<file path="src/rtl/ps2_key_event_controller.sv">
`default_nettype none
// ============================================================================
// Module   : ps2_key_event_controller
// Purpose  : Turns PS/2 scan-code bytes into queued key press/release events.
// Revision : 1.0
// ============================================================================
module ps2_key_event_controller #(
  parameter int FIFO_DEPTH     = 4,
  parameter int TIMEOUT_CYCLES = 2_500_000
) (
  input  logic                              clk_i,
  input  logic                              rst_i,
  input  logic [7:0]                        scan_data_i,
  input  logic                              scan_valid_i,
  input  logic                              flush_i,
  input  logic                              event_ready_i,
  output logic                              event_valid_o,
  output logic [2:0]                        event_key_o,
  output logic                              event_press_o,
  output logic [5:0]                        key_held_o,
  output logic [$clog2(FIFO_DEPTH+1)-1:0]   fifo_count_o,
  output logic                              overflow_o
);

  localparam int PW = $clog2(FIFO_DEPTH);
  localparam int CW = $clog2(FIFO_DEPTH + 1);
  localparam int TW = $clog2(TIMEOUT_CYCLES + 1);

  localparam logic [1:0] ST_IDLE    = 2'd0;
  localparam logic [1:0] ST_BRK     = 2'd1;
  localparam logic [1:0] ST_EXT     = 2'd2;
  localparam logic [1:0] ST_EXT_BRK = 2'd3;

  localparam logic [7:0] CODE_BREAK = 8'hF0;
  localparam logic [7:0] CODE_EXT   = 8'hE0;
  localparam logic [7:0] CODE_BAT   = 8'hAA;

  logic [1:0]    state_q, state_d;
  logic [TW-1:0] tmo_q, tmo_d;
  logic [5:0]    held_q, held_d;

  logic          code_mapped;
  logic [2:0]    code_key;

  logic          ev_push;
  logic          ev_press;

  logic [3:0]    mem_q [FIFO_DEPTH];
  logic [PW-1:0] wr_q, rd_q;
  logic [CW-1:0] count_q;
  logic          ovf_q;

  logic          fifo_pop;
  logic          fifo_full;
  logic          push_ok;
  logic          push_drop;

  always_comb begin
    code_mapped = 1'b1;
    code_key    = 3'd0;
    case (scan_data_i)
      8'h5A:   code_key = 3'd0;
      8'h23:   code_key = 3'd1;
      8'h2B:   code_key = 3'd2;
      8'h3B:   code_key = 3'd3;
      8'h42:   code_key = 3'd4;
      8'h76:   code_key = 3'd5;
      default: code_mapped = 1'b0;
    endcase
  end

  // State register
  always_ff @(posedge clk_i or posedge rst_i) begin
    if (rst_i) begin
      state_q <= ST_IDLE;
    end else begin
      state_q <= state_d;
    end
  end

  // Next-state logic; a prefix left dangling too long falls back to IDLE
  always_comb begin
    state_d = state_q;
    if (scan_valid_i) begin
      case (state_q)
        ST_IDLE: begin
          if (scan_data_i == CODE_BREAK)    state_d = ST_BRK;
          else if (scan_data_i == CODE_EXT) state_d = ST_EXT;
        end
        ST_EXT:  state_d = (scan_data_i == CODE_BREAK) ? ST_EXT_BRK : ST_IDLE;
        default: state_d = ST_IDLE;
      endcase
    end else if (state_q != ST_IDLE && tmo_q == TW'(TIMEOUT_CYCLES - 1)) begin
      state_d = ST_IDLE;
    end
    if (flush_i) state_d = ST_IDLE;
  end

  always_comb begin
    tmo_d = tmo_q + TW'(1);
    if (scan_valid_i || flush_i || state_d == ST_IDLE) tmo_d = '0;
  end

  // Output logic: held-bitmap update and event generation
  always_comb begin
    held_d   = held_q;
    ev_push  = 1'b0;
    ev_press = 1'b0;
    if (scan_valid_i) begin
      case (state_q)
        ST_IDLE: begin
          if (scan_data_i == CODE_BAT) begin
            held_d = '0;
          end else if (code_mapped && !held_q[code_key]) begin
            held_d[code_key] = 1'b1;
            ev_push          = 1'b1;
            ev_press         = 1'b1;
          end
        end
        ST_BRK: begin
          if (code_mapped && held_q[code_key]) begin
            held_d[code_key] = 1'b0;
            ev_push          = 1'b1;
          end
        end
        default: ;
      endcase
    end
  end

  always_ff @(posedge clk_i or posedge rst_i) begin
    if (rst_i) begin
      held_q <= '0;
      tmo_q  <= '0;
    end else if (flush_i) begin
      held_q <= '0;
      tmo_q  <= '0;
    end else begin
      held_q <= held_d;
      tmo_q  <= tmo_d;
    end
  end

  // A full FIFO still accepts a push when the head leaves in the same cycle
  assign fifo_pop  = (count_q != '0) && event_ready_i;
  assign fifo_full = (count_q == CW'(FIFO_DEPTH));
  assign push_ok   = ev_push && (!fifo_full || fifo_pop);
  assign push_drop = ev_push && fifo_full && !fifo_pop;

  always_ff @(posedge clk_i) begin
    if (push_ok && !flush_i) mem_q[wr_q] <= {code_key, ev_press};
  end

  always_ff @(posedge clk_i or posedge rst_i) begin
    if (rst_i) begin
      wr_q    <= '0;
      rd_q    <= '0;
      count_q <= '0;
      ovf_q   <= 1'b0;
    end else if (flush_i) begin
      wr_q    <= '0;
      rd_q    <= '0;
      count_q <= '0;
      ovf_q   <= 1'b0;
    end else begin
      if (push_ok)  wr_q <= wr_q + PW'(1);
      if (fifo_pop) rd_q <= rd_q + PW'(1);
      case ({push_ok, fifo_pop})
        2'b10:   count_q <= count_q + CW'(1);
        2'b01:   count_q <= count_q - CW'(1);
        default: count_q <= count_q;
      endcase
      ovf_q <= ovf_q | push_drop;
    end
  end

  assign event_valid_o = (count_q != '0);
  assign event_key_o   = mem_q[rd_q][3:1];
  assign event_press_o = mem_q[rd_q][0];
  assign key_held_o    = held_q;
  assign fifo_count_o  = count_q;
  assign overflow_o    = ovf_q;

endmodule
`default_nettype wire
</file>
<file path="config.mk">
export PLATFORM = sky130hd
export DESIGN_NAME = ps2_key_event_controller
export DESIGN_NICKNAME = d
export VERILOG_FILES = /design/src/rtl/ps2_key_event_controller.sv
export SDC_FILE = /design/constraint.sdc
export NUM_CORES = 1
export LEC_CHECK = 0
export BUFFER_PORTS_ARGS = -buffer_cell sky130_fd_sc_hd__buf_2
export CORE_MARGIN = 1.5
export CORE_UTILIZATION = 40
export CTS_CLUSTER_SIZE = 30
export DETAILED_ROUTE_END_ITERATION = 16
export GPL_TIMING_DRIVEN = 0
export SLEW_MARGIN = 20
export SYNTH_ARGS = -nofsm -noshare
export SYNTH_HDL_FRONTEND = slang
export SYNTH_SLANG_ARGS = --single-unit
</file>
<file path="constraint.sdc">
create_clock -name clk_i -period 3.35 [get_ports clk_i]
set_clock_uncertainty 0.15 [all_clocks]
set_input_delay 0.1675 -clock clk_i [delete_from_list [all_inputs] [get_ports clk_i]]
set_output_delay 0.1675 -clock clk_i [all_outputs]
set_load 0.01 [all_outputs]
</file>
==> summary.txt <==
Run status
  – Status: finished, final reports clean

Floorplan
  – Die ar.: 7907 um2
  – Die H: 88.92 um
  – IO Pins: 28
  – Starting density of the core: 0.4093
  – Core Rows: 31
  – Core area: 7214 um2
  – Chip width: 88.92 um

Clock network
  – Number of buffers created by CTS: 5
  – Clock tree buffer depth: 2
  – Clk root buf: clkbuf_8
  – # clock sinks: 54
  – Clock Latency Late Sink: 310 ps
  – Clock transition at the registers of the reported paths: 100 ps
  – CTS tree: built
  – H-Tree Depth: 2

Global routing
  – Vias in the first global route: 2,214
  – First-pass GRT wire length: 10,380 um
  – Largest net degree at the start of global routing: 34
  – Global route overflow: 0
  – Initial antenna violation count: 0
  – GRT Overall Usage: 0.1697

Detailed routing
  – Vias per inst: 5.189
  – Remaining antenna violation count: 0
  – Drt total wl: 5739 um
  – Vias: 2,164
  – Remaining DRCs: 0
  – First-pass DRT Iterations: 4
  – Routed WL per cell: 13.76 um
  – Initial DRC Count: 56

Final layout
  – Final Instance Count excl. Fillers: 417
  – Share of layout cells above drive strength 1: 0.1824
  – Storage element area: 1431 um2
  – Nets: 336
  – Post-route core utilization: 0.4638
  – N_diodes: 0
  – Fill count: 700
  – Final Cell Area: 3346 um2
  – Area of the multi-input gates: 1429 um2
  – Synth-to-layout area growth: 13.31%

Timing
  – Worst slew pin tran: 707.8 ps
  – Final hold violation count: 0
  – Setup tns final: 0 ps
  – Final WS setup: 528.5 ps
  – Final Max Slew Viols: 0
  – Slew HR: 0.5215
  – Tmin final: 2822 ps
  – Hold WS: 57.70 ps
  – Unrepaired setup endpoints after global routing: false
  – Period utilisation layout: 0.8423
  – Count of final setup violators: 0
  – Maximum clock frequency: 354.4 MHz

Logic synthesis
  – Syn nets: 300
  – Cell count after synthesis: 281
  – Mean Syn Cell Area: 10.51 um2
  – Post-synth top cells: nor2_1 (42), dfrtp_1 (38), nand2_1 (18)
  – Synth Flop Type: dfrtp_1
  – Cell Area, Synth: 2953 um2
  – Library cells used by synthesis: 57
  – Seq/Total Area, Yosys: 0.4847
  – Synth Register Bits: 54
  – Largest cells by area after synthesis: dfrtp_1 (32%), edfxtp_1 (16%), nor2_1 (5.3%), xor2_1 (4.4%), mux4_2 (3.1%)
  – Post-synth top area share: 0.3220
  – Syn. warnings: 0
  – Largest area contributor in the netlist: dfrtp_1
  – Asr flop ratio synth: 0.7037
  – Top-count cell post-synth: nor2_1
  – Number of synthesized flops with an enable pin: 16

Pwr
  – Power, Total: 1.311 mW
  – PwrDens: 391.8 nW/um2
  – Worst vdd ir: 236.0 uV
  – Leak: 1.351 nW

Worst setup path
  – CP Class: register to register
  – Worst setup EP type: register
  – Startpoint Class: register
  – CP Data Arrival Time: 2620 ps
  – Crit path required time: 3150 ps
  – CP max FO: 5

Placed design
  – Cells after DPL: 407
  – DP Area: 3227 um2
  – Final GP Congestion: 0.7836
  – Place WS: 233.5 ps
  – Port Buf Inserts: 26
  – Dpl hpwl: 4296 um

Hold path
  – HP Class: input pin to register

Job
  – Max cap viols: 0
## logic make-up (layout without fill, tap and decap cells)
kind of cell / Yosys count / in the layout / synth area share
buffers and inverters: 21 / 58 / 0.03136
xor gates and xnor gates: 25 / 25 / 0.07415
adders and majority gates: 6 / 6 / 0.02797
muxes: 11 / 11 / 0.05466
and+or+nand+nor: 128 / 128 / 0.2420
AOI/OAI and AO/OA: 36 / 36 / 0.08518
DFF: 54 / 54 / 0.4847
## path summary, 6_finish.rpt
check / from / to / slack (ps) / cells past startpoint
max: state_q[1] / mem_q[0][2] / 530 / 7
min: scan_valid_i / tmo_q[2] / 60 / 4
max reg2reg: state_q[1] / mem_q[0][2] / 530 / 7
min reg2reg: tmo_q[0] / tmo_q[0] / 340 / 1
max in group asynchronous: rst_i / tmo_q[7] / 2500 / 4
min in group asynchronous: rst_i / fifo_count_o[1] / 130 / 3
## what timing repair did
action | in CTS | in global routing
hold endpoints to repair | 39 | 0
hold buffers | 2 | 0
buffers inserted | 0 | 0
resized for setup | 0 | 0
endpoints found under the setup margin | 0 | 0
## placed cells by master, fill, tap and decap left out, types with 4 or more instances in the layout
cell type	instances
nand4_1	7
clkbuf_8	6
a21oi_1	8
buf_2	28
ha_1	5
a211oi_1	4
mux4_2	4
xor2_1	15
a21o_1	4
xnor2_1	10
edfxtp_1	16
mux2i_1	6
nand2_1	18
dfrtp_1	38
and3_1	7
nor2_1	42
inv_1	9
nor2b_1	5
nand3_1	11
nor3b_1	5
nor3_1	6
clkbuf_1	5
## sequential cells by signal (all words and copies together) (netlist names)
name,cells
tmo_q,22
mem_q,16
key_held_o,6
fifo_count_o,3
rd_q,2
state_q,2
wr_q,2
overflow_o,1
## area by class of cell
type                            instances  share of cell area
Clock inverter                          2            0.004862
Multi-Input combinational cell        206              0.4271
Inverter                               11             0.01234
Timing Repair Buffer                   29             0.05086
Buffer                                 10             0.01533
Clock buffer                            6             0.02468
Tap cell                               99             0.03702
Sequential cell                        54              0.4278
## power by group
group	internal, mW	total (mW)	switching, mW	leakage (nW)
combinational	0.103	0.218	0.115	0.625
clock	0.171	0.393	0.222	0.0478
sequential	0.688	0.700	0.0116	0.678
## worst max-delay path, cell delays in order, from the launching register on
cell	delay, ps
dfrtp_1	460
nor2b_1	170
nor2b_1	320
o31ai_1	130
or3_4	390
nand2_1	110
nand2b_1	110
nor3b_1	630
## per-layer routing
metal / GRT usage / wire length (um) / up-vias
li1: - / - / 1078
met1: 0.2148 / 2660 / 1050
met2: 0.3023 / 2834 / 29
met3: 0.03047 / 169 / 7
met4: 0.03977 / 74 / 0
met5: 0 / 0 / -
Power figures use the tool's default switching activity.
